$ cat src/rtl/mem_load_align_q_if.sv
// Bundle of the load-return side (raw word, qualifiers, tag) and the
// writeback side (aligned head entry plus ready/valid) of mem_load_align_q.
interface mem_load_align_q_if #(
    parameter int XLEN  = 32,
    parameter int DEPTH = 2,
    parameter int TAG_W = 5
);
    localparam int CW = $clog2(DEPTH) + 1;

    logic [XLEN-1:0]  addr;
    logic             readValidIn;
    logic [XLEN-1:0]  rawDin;
    logic [1:0]       memOp;
    logic [1:0]       memSize;
    logic [TAG_W-1:0] tagIn;
    logic             inReady;
    logic [XLEN-1:0]  dout;
    logic [TAG_W-1:0] doutTag;
    logic             misaligned;
    logic             readValid;
    logic             outReady;
    logic [CW-1:0]    count;

    modport slave (
        input  addr, readValidIn, rawDin, memOp, memSize, tagIn, outReady,
        output inReady, dout, doutTag, misaligned, readValid, count
    );

    modport master (
        output addr, readValidIn, rawDin, memOp, memSize, tagIn, outReady,
        input  inReady, dout, doutTag, misaligned, readValid, count
    );
endinterface

$ cat src/rtl/mem_load_align_q.sv
// Load-return aligner: selects the addressed byte/half/word/dword from the raw
// read word, extends it, flags misalignment and queues it with its tag.
module mem_load_align_q #(
    parameter int XLEN  = 32,
    parameter int DEPTH = 2,
    parameter int TAG_W = 5
) (
    input  logic                 clk,
    input  logic                 rst_n,
    mem_load_align_q_if.slave    bus
);
    localparam int NB = XLEN / 8;
    localparam int LW = $clog2(NB);
    localparam int PW = $clog2(DEPTH);
    localparam int CW = $clog2(DEPTH) + 1;

    logic [LW-1:0]   lane;
    logic [XLEN-1:0] shifted;
    logic [XLEN-1:0] field_mask;
    logic            field_msb;
    logic [XLEN-1:0] load_data_d;
    logic            load_mis_d;
    logic            unused_addr;

    assign lane        = bus.addr[LW-1:0];
    assign unused_addr = ^bus.addr[XLEN-1:LW];
    assign shifted     = bus.rawDin >> {lane, 3'b000};

    always_comb begin
        field_mask  = '1;
        field_msb   = shifted[XLEN-1];
        load_mis_d  = 1'b0;
        load_data_d = '0;
        case (bus.memSize)
            2'b00: begin
                field_mask = XLEN'(8'hFF);
                field_msb  = shifted[7];
            end
            2'b01: begin
                field_mask = XLEN'(16'hFFFF);
                field_msb  = shifted[15];
                load_mis_d = lane[0];
            end
            2'b10: begin
                field_mask = XLEN'(32'hFFFF_FFFF);
                field_msb  = shifted[31];
                load_mis_d = (lane[1:0] != 2'b00);
            end
            default: begin
                // A dword only exists on a 64-bit datapath.
                load_mis_d = (XLEN == 32) || (lane != '0);
            end
        endcase
        if (!load_mis_d) begin
            load_data_d = shifted & field_mask;
            if ((bus.memOp == 2'b01) && field_msb) begin
                load_data_d = load_data_d | ~field_mask;
            end
        end
    end

    logic [XLEN-1:0]  data_mem_q [DEPTH];
    logic [TAG_W-1:0] tag_mem_q  [DEPTH];
    logic             mis_mem_q  [DEPTH];

    logic [PW-1:0] wr_ptr_q, wr_ptr_d;
    logic [PW-1:0] rd_ptr_q, rd_ptr_d;
    logic [CW-1:0] count_q, count_d;
    logic          push, pop;

    assign bus.readValid = (count_q != '0);
    assign bus.inReady   = (count_q != CW'(DEPTH));
    assign push = bus.readValidIn && bus.inReady && bus.memOp[0];
    assign pop  = bus.readValid && bus.outReady;

    always_comb begin
        wr_ptr_d = wr_ptr_q;
        rd_ptr_d = rd_ptr_q;
        count_d  = count_q;
        if (push) begin
            wr_ptr_d = wr_ptr_q + PW'(1);
        end
        if (pop) begin
            rd_ptr_d = rd_ptr_q + PW'(1);
        end
        count_d = count_q + CW'(push) - CW'(pop);
    end

    always_ff @(posedge clk) begin
        if (!rst_n) begin
            wr_ptr_q <= '0;
            rd_ptr_q <= '0;
            count_q  <= '0;
        end else begin
            wr_ptr_q <= wr_ptr_d;
            rd_ptr_q <= rd_ptr_d;
            count_q  <= count_d;
        end
    end

    // Storage is not reset; occupancy alone decides what is live.
    always_ff @(posedge clk) begin
        if (push && rst_n) begin
            data_mem_q[wr_ptr_q] <= load_data_d;
            tag_mem_q[wr_ptr_q]  <= bus.tagIn;
            mis_mem_q[wr_ptr_q]  <= load_mis_d;
        end
    end

    assign bus.dout       = bus.readValid ? data_mem_q[rd_ptr_q] : '0;
    assign bus.doutTag    = bus.readValid ? tag_mem_q[rd_ptr_q]  : '0;
    assign bus.misaligned = bus.readValid ? mis_mem_q[rd_ptr_q]  : 1'b0;
    assign bus.count      = count_q;
endmodule

$ cat src/flat_wrapper.sv
// flat-port wrapper written by rule: the top's interface ports become plain ports
module mem_load_align_q_flat 
#(
    parameter int XLEN  = 32,
    parameter int DEPTH = 2,
    parameter int TAG_W = 5
)
  (clk, rst_n, bus_addr, bus_readValidIn, bus_rawDin, bus_memOp, bus_memSize, bus_tagIn, bus_outReady, bus_inReady, bus_dout, bus_doutTag, bus_misaligned, bus_readValid, bus_count);
  mem_load_align_q_if #(.XLEN(XLEN), .DEPTH(DEPTH), .TAG_W(TAG_W)) bus_i ();
  input  logic clk;
  input  logic rst_n;
  input wire logic [$bits(bus_i.addr)-1:0] bus_addr;
  input wire logic [$bits(bus_i.readValidIn)-1:0] bus_readValidIn;
  input wire logic [$bits(bus_i.rawDin)-1:0] bus_rawDin;
  input wire logic [$bits(bus_i.memOp)-1:0] bus_memOp;
  input wire logic [$bits(bus_i.memSize)-1:0] bus_memSize;
  input wire logic [$bits(bus_i.tagIn)-1:0] bus_tagIn;
  input wire logic [$bits(bus_i.outReady)-1:0] bus_outReady;
  output wire logic [$bits(bus_i.inReady)-1:0] bus_inReady;
  output wire logic [$bits(bus_i.dout)-1:0] bus_dout;
  output wire logic [$bits(bus_i.doutTag)-1:0] bus_doutTag;
  output wire logic [$bits(bus_i.misaligned)-1:0] bus_misaligned;
  output wire logic [$bits(bus_i.readValid)-1:0] bus_readValid;
  output wire logic [$bits(bus_i.count)-1:0] bus_count;
  assign bus_i.addr = bus_addr;
  assign bus_i.readValidIn = bus_readValidIn;
  assign bus_i.rawDin = bus_rawDin;
  assign bus_i.memOp = bus_memOp;
  assign bus_i.memSize = bus_memSize;
  assign bus_i.tagIn = bus_tagIn;
  assign bus_i.outReady = bus_outReady;
  assign bus_inReady = bus_i.inReady;
  assign bus_dout = bus_i.dout;
  assign bus_doutTag = bus_i.doutTag;
  assign bus_misaligned = bus_i.misaligned;
  assign bus_readValid = bus_i.readValid;
  assign bus_count = bus_i.count;
  mem_load_align_q #(.XLEN(XLEN), .DEPTH(DEPTH), .TAG_W(TAG_W)) u_core (.clk(clk), .rst_n(rst_n), .bus(bus_i));
endmodule
$ cat config.mk
export PLATFORM = sky130hd
export DESIGN_NAME = mem_load_align_q_flat
export DESIGN_NICKNAME = d
export VERILOG_FILES = /design/src/rtl/mem_load_align_q_if.sv /design/src/rtl/mem_load_align_q.sv /design/src/flat_wrapper.sv
export SDC_FILE = /design/constraint.sdc
export NUM_CORES = 1
export LEC_CHECK = 0
export CORE_ASPECT_RATIO = 0.9
export CORE_MARGIN = 8
export CORE_UTILIZATION = 48
export DETAILED_ROUTE_END_ITERATION = 10
export PLACE_DENSITY_LB_ADDON = 0.15
export SLEW_MARGIN = 0
export SYNTH_ARGS = -nofsm -noshare
export SYNTH_HDL_FRONTEND = slang
export SYNTH_SLANG_ARGS = --single-unit
$ cat constraint.sdc
create_clock -name clk -period 3.4 [get_ports clk]
set_input_delay 0.85 -clock clk [delete_from_list [all_inputs] [get_ports clk]]
set_output_delay 0.85 -clock clk [all_outputs]
set_load 0.01 [all_outputs]
== After elaboration in Yosys (flattened, before gate mapping) ==
Memories as Yosys holds them, arrays and structs flattened. A register that Yosys moved wholly into a read port is not among the register bits.
Cells that the tools add are included.
Operators by class
  add/sub/neg operators: 4
  $mul: 0
  divide/modulo/power cells: 0
  $lt $le $gt $ge: 0
  eq/ne operators: 4
  shift operators: 1
  mux-type cells: 16
  bitwise logic cells: 3
  reduce and logical (&&, ||, !) cells: 8
Operators by type and width (number)
  $mux W32: 3
  $pmux W32 S2: 1
  $and A32 B32 Y32: 1
  $not A32 Y32: 1
  $or A32 B32 Y32: 1
  $shr A32 B5 Y32: 1
  $mux W1: 9
  $logic_and A1 B1 Y1: 5
  $mux W5: 1
  $eq A2 B1 Y1 const B: 2
  $reduce_bool A2 Y1: 2
  $pmux W1 S3: 1
  $add A1 B1 Y1 const B: 2
  $add A2 B1 Y2: 1
  $eq A2 B2 Y1 const B: 1
  $logic_not A2 Y1: 1
  $ne A2 B2 Y1 const B: 1
  $pmux W1 S2: 1
  $sub A2 B1 Y2: 1
Word-level totals
  bits in registers: 4
  bits in latches: 0
  memory bits (writable): 76
  bits in read-only memories: 0
  input bits: 77
  output and inout bits: 42
  word-level logic and storage cells: 42
  memories kept: 3
Memories
  u_core.data_mem_q: depth 2, width 32, rd ports 1, clocked after memory_dff 1, wr ports 1, line mem_load_align_q.sv:62  | logic [XLEN-1:0] data_mem_q [DEPTH];
  u_core.tag_mem_q: depth 2, width 5, rd ports 1, clocked after memory_dff 1, wr ports 1, line mem_load_align_q.sv:63  | logic [TAG_W-1:0] tag_mem_q [DEPTH];
  u_core.mis_mem_q: depth 2, width 1, rd ports 1, clocked after memory_dff 1, wr ports 1, line mem_load_align_q.sv:64  | logic mis_mem_q [DEPTH];

== Logic depth before layout (Yosys ltp) ==
  depth in word-level cells: 6
  depth in mapped cells: 8
  mapped depth without buffers: 8

== Worst setup path before layout ==
Ideal clock, no wire load.
  path kind: input port to flip-flop
  start point: in rst_n
  end point: mem u_core.data_mem_q[0][0] (enable)
  arrival: 2574 ps
  data required time: 2967 ps
  path slack: 393 ps
  stages on the path: 2
  path buffers: 0
  cells stage by stage: nand4_1 nor2_1
Between the ends
  word-level cells in the longest chain between the ends: 3
RTL lines
  start, declared: line flat_wrapper.sv:11  | input logic rst_n;
  $logic_and A1 B1 Y1: line mem_load_align_q.sv:103  | if (push && rst_n) begin
  $mux W1: line mem_load_align_q.sv:103
  $mux W1 (implied by the code): line mem_load_align_q.sv:104  | data_mem_q[wr_ptr_q] <= load_data_d;
  end, declared: line mem_load_align_q.sv:62
No other way between the ends.

==> flow_summary.ini <==
[yosys]
async_reset_ff_frac = 0
syn_area_um2 = 4015
ys_ff_latch = 81
synth.avg_cell_area_um2 = 13.80
ys_seq_area_frac = 0.5933
syn_nets = 370
synth_edf_count = 76
postSynthCellCount = 291
ys_warn_count = 0
synthDistinctLibCells = 38
ys.flop_type = edfxtp_1

[critical_path]
path_cells = buf_4 > mux2i_1 > nor2_1 > clkdlybuf4s50_1
r2r_slack_ns = 1.55
cp.required_ns = 2.55
worstReg2RegEnd = u_core.data_mem_q[0][29]
crit_family = buffers and inverters
cp.arrival_ns = 2.02
start_kind = flip-flop
worstSetupPathType = reg -> out
ff2ff_path_depth = 4
critPathSlowestCell = dfxtp_2
endpoint_kind = output pin
crit_buf_inv = 2
critical_path_peak_fanout = 10
r2r_start = u_core.bus.count[0]
max_stage_delay_ns = 0.55

[sta]
slew_headroom = 0.5019
fin_tns_setup_ns = 0
layout_min_cycle_time_ns = 2.865
hold_ws_ns = 0.6081
rsz0062_at_grt = false
final-setup-viol-count = 0
worst_pin_slew_ns = 0.7469
hold_viol_final = 0
final.setup_skew_ns = 0.01481
fmax_mhz = 349.0
fin_ws_ns = 0.5349
report.final.slew_viol_count = 0
period_share = 0.8427

[place]
hpwl_mm = 6.670
port-buffer-count = 88
place_ws_ns = 0.2645
gp_congestion = 0.8996

[drt]
first_pass_iters = 4
totalWireLength_mm = 9.240
vias = 2783
drc_errors = 0
drtIter0Drc = 139
viasPerCell = 5.668
ant_nets = 0
avgRoutedWirePerCell_um = 18.82

[global_route]
antenna_found_initial = 0
grt_use_total = 0.1618
grt_pass1_vias = 2887
grt_pass1_wl_mm = 14.53
grt_overflow = 0
grt_start_max_net_pins = 40

[power]
power.density_nw_per_um2 = 620.0
p_leak_nw = 1.750
fin_total_pwr_mw = 3.270
peakVddDrop_mv = 0.2763

[final_layout]
nets = 466
utilization = 0.6537
drive_gt1_frac = 0.1709
layout_common_cells = clkdlybuf4s50_1, edfxtp_1, nor2_1, mux2i_1, buf_4
final_common_cell = clkdlybuf4s50_1
diodes = 0
syn2layout_area_growth_pct = 31.35

[outcome]
status = finished clean

[floorplanning]
initial_core_util = 0.4977
design.die.area_um2 = 11550
core-area_um2 = 8068
dieHeight_um = 102.8
dieWidth_um = 112.4
num_rows = 31
num_io_pins = 119

[cts]
clockBufferDepth = 2
cts.sinks = 81
cts_max_level = 3
cts_buffers = 9
clock_latency_ns = 0.36
cts_tree = yes
root_buffer = clkbuf_8
cts_hold_buf = 0
cts_resized = 0
cts_setup_buffers = 0
clk_pin_slew_ns = 0.09

[worst_hold_path]
hold_end = u_core.rd_ptr_q
min_from = u_core.rd_ptr_q
hold_class = reg -> reg
holdPathStages = 2

[job]
cap_viol_max_count = 0
metal layers:
metal | share of wire | vias to the layer above | wire length, µm | track usage
met3 | 0.070 | 9 | 651 | 0.05269
met2 | 0.49 | 112 | 4570 | 0.2806
li1 | - | 1311 | - | -
met4 | 0.012 | 0 | 115 | 0.04969
met1 | 0.42 | 1351 | 3903 | 0.1889
met5 | 0 | - | 0 | 0
cell families after synthesis:
kind of cell / count (synthesis) / share of synthesized area
mux: 56 / 0.1670
buf+inv: 25 / 0.03054
simple gates: 83 / 0.1044
flops: 81 / 0.5933
fa+ha+maj: 2 / 0.006231
xor+xnor: 3 / 0.006545
compound gates: 41 / 0.09193
final cells by class:
| cell class | instances | area, µm² |
|---|---|---|
| clock inverters | 7 | 82.58 |
| repair buffers | 103 | 1006 |
| clock buffers | 9 | 123.9 |
| fillers | 628 | 2794 |
| flip-flops and latches | 81 | 2384 |
| inverters | 7 | 26.28 |
| multi-input cells | 185 | 1528 |
| well taps | 99 | 123.9 |
stage by stage:
step,cell area (µm²),std cells
after floorplan,4015,291
after global placement,5067,475
after detailed placement,5067,475
after CTS,5274,491
after global routing,5274,491
final,5274,491
power by group:
group | leakage (nW) | switching (mW) | internal, mW
clock | 0.0988 | 0.360 | 0.351
sequential | 0.746 | 0.0493 | 1.16
combinational | 0.906 | 0.638 | 0.716
total | 1.75 | 1.05 | 2.22
registers in the layout, summed over array words and instances (netlist names), named ones only:
register           flops
u_core.tag_mem_q      10
u_core.mis_mem_q       2
u_core.data_mem_q     64
u_core.rd_ptr_q        1
u_core.wr_ptr_q        1
u_core.bus.count       2
synth_stat cells, types with 2 or more instances:
| master | count | area share |
|---|---|---|
| xnor2_1 | 3 | 0.0065 |
| a221oi_1 | 8 | 0.017 |
| and2_1 | 4 | 0.0062 |
| o31ai_1 | 5 | 0.0093 |
| nand4_1 | 2 | 0.0031 |
| o31ai_2 | 10 | 0.031 |
| buf_6 | 2 | 0.0056 |
| nand4b_1 | 7 | 0.015 |
| ha_1 | 2 | 0.0062 |
| buf_2 | 8 | 0.010 |
| mux4_2 | 8 | 0.045 |
| dfxtp_1 | 5 | 0.025 |
| nand2_1 | 9 | 0.0084 |
| a21oi_1 | 9 | 0.011 |
| nor2_1 | 44 | 0.041 |
| clkbuf_1 | 7 | 0.0065 |
| nor2b_1 | 11 | 0.017 |
| mux2i_1 | 40 | 0.10 |
| mux2_2 | 8 | 0.022 |
| edfxtp_1 | 76 | 0.57 |
| inv_1 | 6 | 0.0056 |
worst register-to-register path, delay by kind of cell, from the launching register on:
| kind | cells | cell delay, ns |
|---|---|---|
| flip-flops | 1 | 0.40 |
| buffers and inverters | 1 | 0.46 |
| AND/OR/NAND/NOR | 3 | 0.61 |
worst max path at each step:
| stage | startpoint | to | depth (start not counted) |
|---|---|---|---|
| 2_1_floorplan | rst_n | u_core.data_mem_q[0][0] | 2 |
| 3_3_place_gp | bus_addr[0] | u_core.data_mem_q[0][19] | 5 |
| 3_5_place_dp | bus_addr[0] | u_core.data_mem_q[0][30] | 5 |
| 4_1_cts | flip-flop | bus_dout[19] | 4 |
| 5_1_grt | flip-flop | bus_dout[19] | 4 |
| 6_report | flip-flop | bus_dout[19] | 4 |
Note: power is estimated with default switching activity, not from simulation.
